$ cat config.mk
export PLATFORM = sky130hd
export DESIGN_NAME = imem_boot_loader_flat
export DESIGN_NICKNAME = d
export VERILOG_FILES = /design/src/rtl/imem_boot_loader_pkg.sv /design/src/rtl/imem_boot_loader_if.sv /design/src/rtl/imem_boot_loader_byte_word_pack.sv /design/src/rtl/imem_boot_loader.sv /design/src/flat_wrapper.sv
export SDC_FILE = /design/constraint.sdc
export NUM_CORES = 1
export LEC_CHECK = 0
export ABC_AREA = 1
export BUFFER_PORTS_ARGS = -buffer_cell sky130_fd_sc_hd__buf_4
export CAP_MARGIN = 20
export CORE_ASPECT_RATIO = 0.8
export CORE_MARGIN = 2
export CORE_UTILIZATION = 45
export CTS_CLUSTER_DIAMETER = 120
export DETAILED_ROUTE_END_ITERATION = 10
export GPL_ROUTABILITY_DRIVEN = 0
export GPL_TIMING_DRIVEN = 0
export PLACE_DENSITY = 0.7
export SLEW_MARGIN = 25
export SYNTH_ARGS = -nofsm -noshare
export SYNTH_HDL_FRONTEND = slang
export SYNTH_HIERARCHICAL = 1
export SYNTH_SLANG_ARGS = --single-unit
$ cat constraint.sdc
create_clock -name clk -period 3.4 [get_ports clk]
set_input_delay 0.68 -clock clk [delete_from_list [all_inputs] [get_ports clk]]
set_output_delay 0.68 -clock clk [all_outputs]
set_load 0.05 [all_outputs]
$ cat src/rtl/imem_boot_loader_pkg.sv
// Shared types and sizes for the instruction-memory boot loader.
// Defines the FSM state encoding, counter widths and the IM write payload.
package imem_boot_loader_pkg;

  localparam int unsigned ADDR_W    = 7;
  localparam int unsigned DATA_W    = 32;
  localparam int unsigned CNT_W     = ADDR_W + 1;
  localparam int unsigned BYTE_W    = 8;
  localparam int unsigned CSUM_W    = 8;
  localparam int unsigned LEN_W     = 16;
  localparam int unsigned MAX_WORDS = 1 << ADDR_W;

  typedef enum logic [2:0] {
    ST_IDLE,
    ST_LEN0,
    ST_LEN1,
    ST_DATA,
    ST_CSUM,
    ST_DONE,
    ST_ERR
  } state_t;

  typedef struct packed {
    logic [ADDR_W-1:0] addr;
    logic [DATA_W-1:0] data;
  } im_wr_t;

endpackage

$ cat src/rtl/imem_boot_loader_if.sv
// Byte-stream, IM write and status signals of the boot loader.
// slave = loader side, master = upstream/host side.
interface imem_boot_loader_if;
  import imem_boot_loader_pkg::*;

  logic              start;
  logic              byte_valid;
  logic [BYTE_W-1:0] byte_data;
  logic              byte_ready;
  logic              im_we;
  logic [ADDR_W-1:0] im_addr;
  logic [DATA_W-1:0] im_wdata;
  logic              cpu_rstn;
  logic              busy;
  logic              done;
  logic              err;
  logic [CNT_W-1:0]  word_count;

  modport slave (
    input  start, byte_valid, byte_data,
    output byte_ready, im_we, im_addr, im_wdata, cpu_rstn, busy, done, err, word_count
  );

  modport master (
    output start, byte_valid, byte_data,
    input  byte_ready, im_we, im_addr, im_wdata, cpu_rstn, busy, done, err, word_count
  );

endinterface

$ cat src/rtl/imem_boot_loader_byte_word_pack.sv
// Packs accepted bytes into little-endian 32-bit words; flags the 4th byte.
// The flagged word is presented combinationally so the caller can register it.
module imem_boot_loader_byte_word_pack
  import imem_boot_loader_pkg::*;
(
  input  logic              clk,
  input  logic              rst,
  input  logic              i_clear,
  input  logic              i_push,
  input  logic [BYTE_W-1:0] i_byte,
  output logic              o_word_full_c,
  output logic [DATA_W-1:0] o_word_c
);

  localparam int unsigned ACC_W = DATA_W - BYTE_W;

  logic [1:0]       r_idx;
  logic [ACC_W-1:0] r_acc;

  // Lower three bytes shift down from the top so byte 0 ends up in [7:0]
  always_ff @(posedge clk or posedge rst) begin
    if (rst) begin
      r_idx <= 2'd0;
      r_acc <= '0;
    end else if (i_clear) begin
      r_idx <= 2'd0;
      r_acc <= '0;
    end else if (i_push) begin
      r_idx <= r_idx + 2'd1;
      r_acc <= {i_byte, r_acc[ACC_W-1:BYTE_W]};
    end
  end

  assign o_word_full_c = i_push & (r_idx == 2'd3);
  assign o_word_c      = {i_byte, r_acc};

endmodule

$ cat src/rtl/imem_boot_loader.sv
// Framed byte-stream loader for the instruction memory; holds the CPU in reset
// until a complete image with a matching checksum has been written.
module imem_boot_loader
  import imem_boot_loader_pkg::*;
(
  input logic               clk,
  input logic               rst,
  imem_boot_loader_if.slave bus
);

  state_t             r_state;
  state_t             w_next;
  logic               w_xfer;
  logic               w_start_ok;
  logic               w_push;
  logic               w_full;
  logic               w_last_word;
  logic               w_next_load;
  logic [DATA_W-1:0]  w_word;
  logic [LEN_W-1:0]   w_len;
  logic [BYTE_W-1:0]  r_len_lo;
  logic [CNT_W-1:0]   r_len;
  logic [CNT_W-1:0]   r_wr_idx;
  logic [CNT_W-1:0]   r_word_count;
  logic [CSUM_W-1:0]  r_csum;
  im_wr_t             r_wr;
  logic               r_we;
  logic               r_byte_ready;
  logic               r_busy;
  logic               r_done;
  logic               r_err;
  logic               r_cpu_rstn;

  assign w_xfer      = bus.byte_valid & r_byte_ready;
  assign w_start_ok  = bus.start & (r_state inside {ST_IDLE, ST_DONE, ST_ERR});
  assign w_push      = w_xfer & (r_state == ST_DATA);
  assign w_len       = {bus.byte_data, r_len_lo};
  assign w_last_word = w_full & ((r_wr_idx + CNT_W'(1)) == r_len);
  assign w_next_load = w_next inside {ST_LEN0, ST_LEN1, ST_DATA, ST_CSUM};

  imem_boot_loader_byte_word_pack u_pack (
    .clk           (clk),
    .rst           (rst),
    .i_clear       (w_start_ok),
    .i_push        (w_push),
    .i_byte        (bus.byte_data),
    .o_word_full_c (w_full),
    .o_word_c      (w_word)
  );

  always_ff @(posedge clk or posedge rst) begin
    if (rst) r_state <= ST_IDLE;
    else     r_state <= w_next;
  end

  always_comb begin
    w_next = r_state;
    case (r_state)
      ST_IDLE, ST_DONE, ST_ERR: if (bus.start) w_next = ST_LEN0;
      ST_LEN0: if (w_xfer) w_next = ST_LEN1;
      ST_LEN1: begin
        if (w_xfer) begin
          if (w_len > LEN_W'(MAX_WORDS)) w_next = ST_ERR;
          else if (w_len == '0)          w_next = ST_CSUM;
          else                           w_next = ST_DATA;
        end
      end
      ST_DATA: if (w_last_word) w_next = ST_CSUM;
      ST_CSUM: begin
        if (w_xfer) w_next = (bus.byte_data == r_csum) ? ST_DONE : ST_ERR;
      end
      default: w_next = ST_IDLE;
    endcase
  end

  // Status flags are registered from the next state so they align with r_state
  always_ff @(posedge clk or posedge rst) begin
    if (rst) begin
      r_byte_ready <= 1'b0;
      r_busy       <= 1'b0;
      r_done       <= 1'b0;
      r_err        <= 1'b0;
      r_cpu_rstn   <= 1'b0;
    end else begin
      r_byte_ready <= w_next_load;
      r_busy       <= w_next_load;
      r_done       <= (w_next == ST_DONE);
      r_err        <= (w_next == ST_ERR);
      r_cpu_rstn   <= (w_next == ST_DONE);
    end
  end

  // Length, address, checksum and IM write register
  always_ff @(posedge clk or posedge rst) begin
    if (rst) begin
      r_len_lo     <= '0;
      r_len        <= '0;
      r_wr_idx     <= '0;
      r_word_count <= '0;
      r_csum       <= '0;
      r_wr         <= '0;
      r_we         <= 1'b0;
    end else begin
      r_we <= w_full;
      if (w_start_ok) begin
        r_len_lo     <= '0;
        r_len        <= '0;
        r_wr_idx     <= '0;
        r_word_count <= '0;
        r_csum       <= '0;
        r_wr         <= '0;
      end else begin
        if (w_xfer && (r_state == ST_LEN0)) r_len_lo <= bus.byte_data;
        if (w_xfer && (r_state == ST_LEN1)) r_len <= CNT_W'(w_len);
        if (w_push) r_csum <= r_csum + bus.byte_data;
        if (w_full) begin
          r_wr_idx <= r_wr_idx + CNT_W'(1);
          r_wr     <= '{addr: r_wr_idx[ADDR_W-1:0], data: w_word};
        end
        if (r_we) r_word_count <= r_word_count + CNT_W'(1);
      end
    end
  end

  assign bus.byte_ready = r_byte_ready;
  assign bus.im_we      = r_we;
  assign bus.im_addr    = r_wr.addr;
  assign bus.im_wdata   = r_wr.data;
  assign bus.cpu_rstn   = r_cpu_rstn;
  assign bus.busy       = r_busy;
  assign bus.done       = r_done;
  assign bus.err        = r_err;
  assign bus.word_count = r_word_count;

endmodule

$ cat src/flat_wrapper.sv
// flat-port wrapper written by rule: the top's interface ports become plain ports
module imem_boot_loader_flat import imem_boot_loader_pkg::*;
  (clk, rst, bus_start, bus_byte_valid, bus_byte_data, bus_byte_ready, bus_im_we, bus_im_addr, bus_im_wdata, bus_cpu_rstn, bus_busy, bus_done, bus_err, bus_word_count);
  imem_boot_loader_if bus_i ();
  input logic clk;
  input logic rst;
  input wire logic [$bits(bus_i.start)-1:0] bus_start;
  input wire logic [$bits(bus_i.byte_valid)-1:0] bus_byte_valid;
  input wire logic [$bits(bus_i.byte_data)-1:0] bus_byte_data;
  output wire logic [$bits(bus_i.byte_ready)-1:0] bus_byte_ready;
  output wire logic [$bits(bus_i.im_we)-1:0] bus_im_we;
  output wire logic [$bits(bus_i.im_addr)-1:0] bus_im_addr;
  output wire logic [$bits(bus_i.im_wdata)-1:0] bus_im_wdata;
  output wire logic [$bits(bus_i.cpu_rstn)-1:0] bus_cpu_rstn;
  output wire logic [$bits(bus_i.busy)-1:0] bus_busy;
  output wire logic [$bits(bus_i.done)-1:0] bus_done;
  output wire logic [$bits(bus_i.err)-1:0] bus_err;
  output wire logic [$bits(bus_i.word_count)-1:0] bus_word_count;
  assign bus_i.start = bus_start;
  assign bus_i.byte_valid = bus_byte_valid;
  assign bus_i.byte_data = bus_byte_data;
  assign bus_byte_ready = bus_i.byte_ready;
  assign bus_im_we = bus_i.im_we;
  assign bus_im_addr = bus_i.im_addr;
  assign bus_im_wdata = bus_i.im_wdata;
  assign bus_cpu_rstn = bus_i.cpu_rstn;
  assign bus_busy = bus_i.busy;
  assign bus_done = bus_i.done;
  assign bus_err = bus_i.err;
  assign bus_word_count = bus_i.word_count;
  imem_boot_loader u_core (.clk(clk), .rst(rst), .bus(bus_i));
endmodule
==> impl_summary.md, run 1 <==
Global route
The via count of the first global-routing pass is 4613. The global-route wire length before repair is 22.65 mm. Across every metal layer, demand over resource in global routing totals 20.88%. The initial antenna violation count is 0. The maximum number of pins on one net before global-route repair is 68.

The residual overflow from global routing is 0.

Power and ir drop
The internal power is 2.773 mW. Of the total power, the share spent switching nets is 38.33%. Per report_power, the combinational group accounts for 35.8% of the total. In this run the power spent charging and discharging nets is 1.724 mW. Summed over all cells, the static leakage comes to 3.956 nW. The maximum vdd drop is 0.5364 mV. In this run, the clock network consumes 25.7% of the power. For this design the ratio of total power to cell area is 655.4 nW/um^2. The share of power burned in registers is 38.5%.

The design draws 4.497 mW.

Synth
In this run the biggest area consumer among cell types represents 48.34% of the synthesized area. The post-synthesis register bit count is 112. Ranked by instance count, the synthesized netlist is headed by 156 x inv_1, 141 x nand2_1, 112 x dfrtp_1, 81 x nor2_1, 60 x nand3_1. Yosys printed 6 warnings. The number of enable flip-flop cells after synthesis is 0. The cell type with the highest aggregate area in the netlist is dfrtp_1. The synthesized area per cell is 7.910 sq um. inv_1 is the most common cell in the netlist. For this run, the register share of the synthesized area comes to 48.34%. In this run the cell area of the synthesized design comes to 5798 sq um. After synthesis, the cell types taking the most area are dfrtp_1 48%, inv_1 10%, nand2_1 9.1%. The post-synthesis instance total is 733. Of all flip-flops after synthesis, the portion carrying an async set or reset was 100.0%. Synthesis instantiated 37 different standard cells from the library. The most used flip-flop cell after synthesis is dfrtp_1. When the netlist entered floorplanning its net count stood at 756.

STA
The final max-slew violation count came to 0. On the final layout, the worst clock skew is 0.007985 ns. The transition time at the pin with the least slew margin is 0.5676 ns. The final count of negative-setup-slack endpoints is 0. The number of hold violations in the final report is 0. Setup repair after global routing left no endpoint under its margin. The share of the clock period used by the worst path after layout is 89.77%. The highest achievable clock rate is 327.6 MHz. The post-layout minimum cycle time is 3.052 ns. Setup total negative slack on the finished layout was measured at 0 ns. In this run the tightest slew margin relative to its limit is 62.16%.

Route
The total wire length is 13.40 mm. The wire length per cell is 13.54 um. The detailed router put a total of 6.522 mm of wire on met1. Detailed routing placed a total of 5.966 mm of wire on met2. The starting DRC count in detailed routing is 249. The number of iterations in the first detailed-routing pass is 4. Detailed routing placed a total of 751 um of wire on met3. The residual antenna-violating net count after detailed routing is 0.

The final route contains 4846 vias. The residual DRC count is 0. The detailed-route vias per instance is 4.900. After detailed routing, no signal wire sits above met4.

Worst setup path
The critical path goes through nand2_2 > nor2_1 > nand2_1 > inv_1 > buf_6 > buf_2 > nand2_1 > inv_1 > clkbuf_1 > clkbuf_1 > a31oi_1 > inv_1. The cell type with the highest occurrence count on the critical path is inv_1. Counting both buffers and inverters, the worst setup path holds a total of 7.

The critical path is of the reg -> reg type. In this run the worst path has a maximum fanout of 10. Grouping stages by cell kind, the critical path spends the most delay in buffers and inverters.

For the worst setup path, the data arrival time is 3.34 ns. The largest individual stage delay along the critical path comes from the cell clkbuf_1. For this run, the slowest stage of the critical path takes 0.50 ns.

STA classifies the critical path endpoint as a flip-flop. For the worst setup path, the data required time is 3.69 ns. The nature of the critical path startpoint is a flip-flop.

Final layout
The antenna cell count is 0. The final-layout fill cell count is 1219. The final net count is 832.

In the final layout, the multi-input gates occupy 2118 sq um. The area growth from synthesis to layout is 18.34%. The utilization after layout is 53.90%. The total non-filler cell area in the finished layout is 6862 sq um. The post-layout instance count excluding filler cells is 989. Cells with a size suffix above 1 make up 17.44% of the layout. The flip-flop and latch area is 2803 sq um.

CTS
The clock drives 112 sinks. The H-tree was split into 3 levels. The clock-pin transition on the worst setup and hold timing paths is 0.07 ns. In this run, post-CTS repair resized a total of 0 instances.

The number of post-CTS setup repair buffers is 0. The tree is rooted in a clkbuf_16. The hold buffer count at CTS is 0. The later-pin clock latency in the skew report is 0.35 ns. TritonCTS created 9 clock buffers.

The TritonCTS clock tree is done. The clock passes through at most 2 buffers.

Hold path
The worst hold-check path type is in -> async.

Floorplan
The top-level port count is 65. The placeable core area is 12730 sq um. The die is 130.9 um wide.

The die is 105.5 um tall. The floorplan has 37 rows. The die covers 13810 sq um. The initial standard-cell utilization of the core is 45.54%.

Placement
The number of buffers added on ports is 64. Including well taps, the total number of placed cells is 973. The HPWL after detailed placement is 9.646 mm. After detailed placement, the total cell area comes to 6530 sq um.

Job
The number of max-cap violations is 0.

Status
The run finished with clean final reports.
==> registers in the layout (all words and copies together), names as in the netlist <==
register / cells
u_core/bus.busy: 1
u_core/r_len: 8
u_core/bus.err: 1
u_core/u_pack/r_acc: 24
u_core/u_pack/r_idx: 2
u_core/r_state: 3
u_core/bus.im_we: 1
u_core/bus.cpu_rstn: 1
u_core/r_len_lo: 8
u_core/bus.im_wdata: 32
u_core/bus.im_addr: 7
u_core/r_csum: 8
u_core/bus.word_count: 8
u_core/r_wr_idx: 8
==> layout make-up <==
class                   count  area share, %
plain buffers              36          3.866
clock buffers              10          3.483
clock inverters             6          1.349
inverters                 163          8.990
multi-input cells         422          30.87
flip-flops and latches    112          40.85
well taps                 175          3.191
repair buffers             65          7.403
==> routing by layer <==
metal	vias up	track usage (%)
li1	2434	-
met1	2272	30.43
met2	124	32.22
met3	16	4.010
met4	0	5.091
met5	-	0
==> cell usage in the layout, fill, tap and decap left out, drive strengths merged, types with 10 or more instances in the layout <==
master  netlist  routed
clkbuf        5      15
buf          31      96
nor2         90      90
nand3        61      61
inv         163     163
nand2       147     147
a31oi        47      47
dfrtp       112     112
o21ai        16      16
ha           10      10
a21oi        17      17
==> logic make-up after synthesis <==
group	after synthesis	share of synthesized area, %
AND/OR/NAND/NOR	316	23.82
buffers and inverters	199	15.13
AO/OA/AOI/OAI	90	9.452
flip-flops	112	48.34
XOR/XNOR	5	0.7554
adder cells (fa/ha/maj)	11	2.503
==> power groups by stage <==
stage | Sequential, mW | Combinational, mW | Clock, mW
2_1_floorplan | 1.75 | 1.18 | 0
3_3_place_gp | 1.75 | 1.57 | 0
3_5_place_dp | 1.75 | 1.60 | 0
4_1_cts | 1.73 | 1.61 | 1.18
5_1_grt | 1.76 | 1.82 | 1.24
6_report | 1.73 | 1.61 | 1.15
==> path summary, 6_finish.rpt <==
check,startpoint,to,slack (ns),cells past startpoint
max in group asynchronous,rst,u_core/r_len_lo[6],2.55,3
worst max register to register,u_core/r_state[0],u_core/bus.im_wdata[20],0.35,12
worst max-delay path,u_core/r_state[0],u_core/bus.im_wdata[20],0.35,12
min in group clk,u_core/u_pack/r_acc[5],u_core/u_pack/r_acc[5],0.48,2
worst min-delay path,rst,u_core/bus.word_count[7],0.27,2
worst min register to register,u_core/u_pack/r_acc[5],u_core/u_pack/r_acc[5],0.48,2
==> metrics by stage <==
step | hold WS (ns) | setup WS [ns]
global route | 0.2763 | 0.04952
detailed placement | 0.4610 | 0.1388
floorplan | 0.4416 | 0.4982
finish | 0.2658 | 0.3478
CTS | 0.2622 | 0.4154
global placement | 0.4584 | -0.6652
No activity file was read; power rests on OpenSTA's default activity.
==> inputs of run 2 (changes only) <==
--- a/config.mk
+++ b/config.mk
@@ -5,17 +5,16 @@
 export SDC_FILE = /design/constraint.sdc
 export NUM_CORES = 1
 export LEC_CHECK = 0
-export ABC_AREA = 1
 export BUFFER_PORTS_ARGS = -buffer_cell sky130_fd_sc_hd__buf_4
 export CAP_MARGIN = 20
 export CORE_ASPECT_RATIO = 0.8
 export CORE_MARGIN = 2
-export CORE_UTILIZATION = 45
+export CORE_UTILIZATION = 40
 export CTS_CLUSTER_DIAMETER = 120
 export DETAILED_ROUTE_END_ITERATION = 10
 export GPL_ROUTABILITY_DRIVEN = 0
 export GPL_TIMING_DRIVEN = 0
-export PLACE_DENSITY = 0.7
+export PLACE_DENSITY = 0.64
 export SLEW_MARGIN = 25
 export SYNTH_ARGS = -nofsm -noshare
 export SYNTH_HDL_FRONTEND = slang
==> run 2 against run 1 <==
Compared with the run above: design area decreased by 6.2%; total power decreased by 13%; die area increased by 4.4%; critical path type unchanged.
==> impl_summary.md, run 2 <==
Final layout
The layout overhead on the synthesized area is 19.42%. The final-layout fill cell count is 1212 (-0.57%). The top cell types in the final layout, fill and taps aside, are 112 x dfrtp_1, 107 x nor2_1, 81 x mux2i_1. The final net count came to 603 (-28%).

The number of flip-flops under the largest register name is 32 (unchanged). The share of layout cells above drive strength 1 is 19.32% (+1.9 points). The flip-flop and latch area is 2803 sq um (unchanged). The most frequent standard cell in the layout excluding fill and tap cells is dfrtp_1. The utilization after layout is 49.50% (-4.4 points).

The antenna cell count is 0 (unchanged). The post-layout instance count excluding filler cells is 760 (-23%). The combined area of the multi-input logic cells was 2303 sq um (+8.7%).

CTS
The later-pin clock latency in the skew report is 0.34 ns (about the same). The CTS sink count is 112 (unchanged). The TritonCTS clock tree is done. In this run the clock root is driven by a clkbuf_16.

The number of clock buffers inserted by TritonCTS is 9 (unchanged). The total number of H-tree levels came to 3 (unchanged). The deepest clock path buffer count is 2 (unchanged). The clock-pin transition on the worst setup and hold timing paths is 0.07 ns (about the same). The hold buffer count at CTS is 0 (unchanged). The number of post-CTS setup repair buffers is 0 (unchanged).

Worst setup path
In this run the worst setup path terminates at u_core/bus.im_wdata[14]. The end of the worst register-to-register path is u_core/bus.im_wdata[14]. The kind of critical path is reg -> reg.

The worst setup path is launched from a flip-flop. The launching point of the worst reg2reg path is u_core/bus.busy. The maximum net fanout on the critical path is 10 (unchanged). The element type at the critical path end is a flip-flop. The data arrival time of the critical path came to 3.38 ns (+0.04 ns). The worst-case reg-to-reg path depth is 11 (-1). The slack of the worst reg-to-reg path is 0.24 ns (-0.11 ns). The data required time at the worst endpoint is 3.62 ns (-0.07 ns). The most critical setup path has its startpoint at u_core/bus.busy.

Synth
By area, the combinational part of the netlist is dominated by multiplexers. The mux share of post-synthesis cell area is 15.04% (+15 points). The share of synthesized registers carrying an async set or reset is 100.0% (unchanged).

By area the synthesized netlist is led by dfrtp_1 52%, mux2i_1 15%, nor2_1 7.4%. The cell with the most instances after synthesis is dfrtp_1. The mapped cell area came to 5391 sq um (-7.0%).

In the synthesized netlist, the cells that appear most often are 112 x dfrtp_1, 107 x nor2_1, 81 x mux2i_1, 19 x nand2_1, 17 x clkbuf_1. The post-synthesis share of cell area spent on xor and xnor gates came to 5.036% (+4.3 points). The number of synthesis warnings came to 6 (unchanged). The area fraction in compound gates after synthesis is 5.198% (-4.3 points).

The number of enable flip-flop cells after synthesis is 0 (unchanged). The sequential share of the synthesized area is 51.98% (+3.6 points). The cell type with the highest aggregate area in the netlist is dfrtp_1. The post-synthesis instance total is 504 (-31%). The synthesized area per cell is 10.70 sq um (+35%). The fraction of the mapped netlist area in simple logic gates is 14.57% (-9.2 points). The arithmetic-cell share of the synthesized area counting full adders, half adders and majority gates was 2.878% (+0.37 points). The number of distinct library cells after synthesis is 51 (+38%).

The top cell type's share of synthesized area is 51.98% (+3.6 points). The most used flip-flop cell after synthesis is dfrtp_1. The net count after synthesis is 527 (-30%). The post-synthesis register bit count is 112 (unchanged).

Global route
The maximum number of pins on one net before global-route repair is 62 (-8.8%). The residual overflow from global routing was 0 (unchanged). The initial antenna violation count is 0 (unchanged). The global-route wire length before repair is 19.93 mm (-12%). The total routing resource utilization after global routing is 17.65% (-3.2 points). The via count of the first global-routing pass is 3862 (-16%).

STA
The highest achievable clock rate is 316.2 MHz (-3.5%). The post-layout minimum cycle time was 3.163 ns (+0.1105 ns). The final count of negative-setup-slack endpoints is 0 (unchanged). The final max-slew violation count is 0 (unchanged). The final setup skew was 0.004566 ns (-0.003419 ns). The transition time at the pin with the least slew margin came to 0.8191 ns (+0.2515 ns).

The headroom to the max-slew limit is 45.14% (-17 points). The number of hold violations in the final report is 0 (unchanged). Setup repair after global routing left no endpoint under its margin.

The share of the clock period used by the worst path after layout was 93.02% (+3.2 points).

Floorplan
The placeable core area came to 13010 sq um (+2.2%). The overall die area was 14430 sq um (+4.4%). The initial standard-cell utilization of the core is 41.44% (-4.1 points).

The row count is 37 (unchanged). The top-level port count is 65 (unchanged). The die width is 133.8 um (+2.2%).

The chip height is 107.8 um (+2.2%).

Route
The via count is 3838 (-21%). The total wire length is 12.07 mm (-9.9%). The starting DRC count in detailed routing came to 287 (+15%). The number of iterations in the first detailed-routing pass was 4 (unchanged). The detailed-route vias per instance is 5.050 (+3.1%).

The residual DRC count is 0 (unchanged). The residual antenna-violating net count after detailed routing is 0 (unchanged). The wire length per cell was 15.88 um (+17%).

Power and ir drop
The maximum vdd drop is 0.3004 mV (-44%). The total power of the final layout is 3.931 mW (-13%). The ratio of total power to cell area was 610.5 nW/um^2 (-6.9%).

The leakage power summed over all cells is 3.015 nW (-24%).

Placement
The HPWL after detailed placement is 8.573 mm (-11%). The total instance count after detailed placement is 744 (-24%). The number of buffers added on ports came to 64 (unchanged).

Job
The number of max-cap violations is 0 (unchanged).

Status
The flow ran to the end, and the final reports show no timing, DRC or antenna violations.

Hold path
The worst hold-check path type is in -> async.
run 2: worst min-delay path by stage:
stage                                          to  slack, ns  cells after the start
final                     u_core/bus.im_wdata[15]       0.29                      2
after global routing      u_core/bus.im_wdata[11]       0.30                      2
after CTS                 u_core/bus.im_wdata[15]       0.29                      2
after detailed placement         u_core/r_csum[7]       0.52                      1
after global placement           u_core/r_csum[7]       0.49                      1
after floorplan                  u_core/r_csum[7]       0.47                      1
run 2: power breakdown:
| part | total, mW | leakage (nW) | internal (mW) | switching (mW) |
|---|---|---|---|---|
| combinational | 1.16 | 1.31 | 0.464 | 0.696 |
| sequential | 1.66 | 1.55 | 1.51 | 0.154 |
| clock | 1.11 | 0.154 | 0.647 | 0.464 |
| total | 3.93 | 3.01 | 2.62 | 1.31 |
run 2: layout make-up:
type	instances	area share (%)
clock buffer	11	3.614
clock inverter	5	1.224
buffer	41	3.848
tap	175	3.401
sequential	112	43.53
multi-input combinational	340	35.78
inverter	11	0.7190
timing repair buffer	65	7.890
run 2: kinds of logic (layout without fill, tap and decap cells):
| kind of cell | after synthesis | in the layout |
|---|---|---|
| XOR/XNOR | 31 | 31 |
| AO/OA/AOI/OAI | 40 | 40 |
| adder cells (fa/ha/maj) | 12 | 12 |
| multiplexers | 81 | 81 |
| flip-flops | 112 | 112 |
| AND/OR/NAND/NOR | 176 | 176 |
| buffers and inverters | 52 | 133 |
run 2: critical path, stage by stage, from the launching register on:
cell and delay [ns]:
dfrtp_1 0.44, nand2_1 0.17, or3_1 0.39, clkbuf_1 0.21, inv_1 0.14, buf_6 0.18
buf_12 0.15, and2_1 0.24, clkbuf_1 0.37, clkbuf_2 0.43, mux2i_1 0.24, nor2_1 0.05
run 2: per-layer routing:
metal / global-route usage, % / vias up / share of wire (%)
met5: 0 / - / 0
met4: 4.711 / 0 / 1.2
met3: 4.002 / 14 / 4.2
met2: 27.84 / 86 / 46
met1: 24.59 / 1887 / 49
li1: - / 1851 / -
run 2: stage by stage:
| stage | setup WS (ns) | hold WS, ns | area, sq um | setup TNS, ns |
|---|---|---|---|---|
| after CTS | 0.2334 | 0.2932 | 6439 | 0 |
| final | 0.2374 | 0.2933 | 6439 | 0 |
| after global routing | 0.001130 | 0.3030 | 6439 | 0 |
| after global placement | -0.5953 | 0.4873 | 6091 | -59.39 |
| after floorplan | 0.3065 | 0.4677 | 5391 | 0 |
| after detailed placement | -0.3430 | 0.5151 | 6123 | -9.172 |
run 2: timing repair:
item,CTS,global route
pin swaps,0,0
setup endpoints to repair,20,4
gates resized for setup,3,1
gates cloned,0,0
==> inputs of run 3 (changes only) <==
--- a/config.mk
+++ b/config.mk
@@ -5,10 +5,10 @@
 export SDC_FILE = /design/constraint.sdc
 export NUM_CORES = 1
 export LEC_CHECK = 0
+export ABC_AREA = 1
 export BUFFER_PORTS_ARGS = -buffer_cell sky130_fd_sc_hd__buf_4
 export CAP_MARGIN = 20
 export CORE_ASPECT_RATIO = 0.8
-export CORE_MARGIN = 2
 export CORE_UTILIZATION = 40
 export CTS_CLUSTER_DIAMETER = 120
 export DETAILED_ROUTE_END_ITERATION = 10
==> run 3 against run 2 <==
Compared with the run above: global-route usage increased by 1.5 points; clock power decreased by 4%; non-clock buffer count decreased by 5.
==> impl_summary.md, run 3 (same netlist as run 1, synthesis figures left out) <==
STA
The worst hold slack after final layout is 0.2933 ns (-0.00004100 ns). The highest achievable clock rate is 332.3 MHz (+5.1%). The headroom to the max-slew limit was 61.08% (+16 points).

The share of the clock period used by the worst path after layout is 88.50% (-4.5 points). The final count of negative-setup-slack endpoints is 0 (unchanged). The final max-slew violation count is 0 (unchanged).

The post-layout minimum cycle time was 3.009 ns (-0.1536 ns). The final setup skew is 0.008981 ns (+0.004415 ns). The slack of the critical path was 0.3910 ns (+0.1536 ns).

The transition time at the pin with the least slew margin is 0.5838 ns (-0.2352 ns). Setup repair after global routing left no endpoint under its margin. The number of hold violations in the final report is 0 (unchanged).

Floorplan
The die width is 136.6 um (+2.1%). The overall die area is 14980 sq um (+3.8%). The top-level port count is 65 (unchanged). The row count was 38 (+2.7%). The initial standard-cell utilization of the core is 41.91% (+0.46 points). The placeable core area is 13840 sq um (+6.4%). The chip height is 109.7 um (+1.7%).

Worst setup path
The cell family with the largest share of critical-path delay is buffers and inverters. The delay contributed by the slowest stage of the critical path came to 0.51 ns (+0.07 ns). The data required time at the worst endpoint came to 3.69 ns (+0.07 ns). The data arrival time of the critical path is 3.30 ns (-0.08 ns).

The largest individual stage delay along the critical path comes from the cell clkbuf_1. The critical path in this run is classified as reg -> reg. The maximum net fanout on the critical path came to 10 (unchanged). The sum of buffers and inverters on the critical path came to 7 (+1). The cell type with the highest occurrence count on the critical path is inv_1. The element type at the critical path end is a flip-flop. The signal on the critical path passes through nand2_2 > nor2_1 > nand2_1 > inv_1 > buf_6 > buf_2 > nand2_1 > inv_1 > clkbuf_1 > clkbuf_1 > a31oi_1 > inv_1. STA classifies the critical path startpoint as a flip-flop.

CTS
The deepest clock path buffer count is 2 (unchanged). The number of gates given a new drive strength after cts was 0 (-3). The number of post-CTS setup repair buffers is 0 (unchanged). The later-pin clock latency in the skew report is 0.35 ns (about the same). TritonCTS built the clock tree. The clock-pin transition on the worst setup and hold timing paths was 0.07 ns (about the same). The number of clock buffers inserted by TritonCTS was 9 (unchanged). The total number of H-tree levels came to 3 (unchanged). The tree is rooted in a clkbuf_16. The hold buffer count at CTS is 0 (unchanged). The CTS sink count is 112 (unchanged).

Placement
The HPWL after detailed placement is 9.572 mm (+12%). The setup slack after placement is 0.1281 ns (+0.4710 ns). The number of buffers added on ports is 64 (unchanged).

Power and ir drop
The ratio of total power to cell area came to 646.5 nW/um^2 (+5.9%). The leakage power summed over all cells is 3.947 nW (+31%). The maximum vdd drop is 0.4351 mV (+45%). The part of the power in the clock network is 24.3% (-4.0 points).

The switching power as a share of total power was 39.01% (+5.6 points). The internal power is 2.695 mW (+3.0%). The share of power burned in registers is 39.2% (-3.0 points). The combinational group share of total power is 36.5% (+7.0 points). The switching power summed over all nets came to 1.724 mW (+31%).

Global route
The initial antenna violation count was 0 (unchanged). The global-route wire length before repair is 22.16 mm (+11%). The via count of the first global-routing pass is 4398 (+14%).

The maximum number of pins on one net before global-route repair is 60 (-3.2%). The residual overflow from global routing was 0 (unchanged). The total routing resource utilization after global routing is 19.19% (+1.5 points).

Final layout
The area growth from synthesis to layout is 17.89%. The number of flip-flops under the largest register name is 32 (unchanged). Leaving out fill and tap cells, the most frequent cells in the layout are 154 x inv_1, 141 x nand2_1, 112 x dfrtp_1. The utilization after layout came to 49.40% (-0.092 points). The share of layout cells above drive strength 1 is 17.32% (-2.0 points).

The library cell used most frequently in the layout, excluding fill and tap cells, is inv_1. The final net count is 832 (+38%). The antenna cell count is 0 (unchanged).

Route
The number of iterations in the first detailed-routing pass was 5 (+1). The residual DRC count is 0 (unchanged). The residual antenna-violating net count after detailed routing was 0 (unchanged).

The wire length per cell came to 13.38 um (-16%). The detailed-route vias per instance was 4.833 (-4.3%). The total wire length is 13.30 mm (+10%). The via count is 4804 (+25%).

The starting DRC count in detailed routing is 292 (+1.7%).

Hold path
The worst hold-check path type is in -> async.

Job
The number of max-cap violations is 0 (unchanged).

Status
The run finished with clean final reports.
-- run 3: metal layers --
layer / vias to the layer above / routed length, um / global-route usage, %
li1: 2429 / - / -
met1: 2229 / 6750 / 27.78
met2: 132 / 5694 / 29.12
met3: 14 / 694 / 3.827
met4: 0 / 155 / 5.079
met5: - / 0 / 0
-- run 3: area by class of cell --
type / instances / area (sq um)
fillers: 1396 / 7000
multi-input cells: 422 / 2118
clock inverters: 5 / 56.30
repair buffers: 65 / 508.0
plain buffers: 36 / 265.3
flip-flops and latches: 112 / 2803
clock buffers: 11 / 242.7
inverters: 163 / 616.8
well taps: 180 / 225.2
-- run 3: power groups by stage --
stage	combinational, mW	sequential (mW)	clock [mW]
detailed placement	1.61	1.75	0
finish	1.61	1.73	1.07
floorplan	1.18	1.75	0
global route	1.80	1.76	1.15
global placement	1.59	1.75	0
CTS	1.62	1.73	1.10
-- run 3: final timing paths --
| kind | cells past startpoint | end | startpoint | slack (ns) |
|---|---|---|---|---|
| hold / removal | 2 | u_core/bus.im_wdata[8] | rst | 0.29 |
| min in group clk | 2 | u_core/u_pack/r_acc[4] | u_core/u_pack/r_acc[4] | 0.47 |
| max in group asynchronous | 3 | u_core/r_state[2] | rst | 2.54 |
| setup reg to reg | 12 | u_core/bus.im_wdata[29] | u_core/r_state[0] | 0.39 |
| setup / recovery | 12 | u_core/bus.im_wdata[29] | u_core/r_state[0] | 0.39 |
| hold reg to reg | 2 | u_core/u_pack/r_acc[4] | u_core/u_pack/r_acc[4] | 0.47 |
-- run 3: metrics by stage --
step                      power, mW  TNS (ns)  area [sq um]  std cells
after global routing          4.718         0          6835        994
after floorplan               2.937         0          5798        733
after global placement        3.342    -59.78          6504        977
after CTS                     4.448         0          6835        994
after detailed placement      3.359         0          6536        978
final                         4.419         0          6835        994
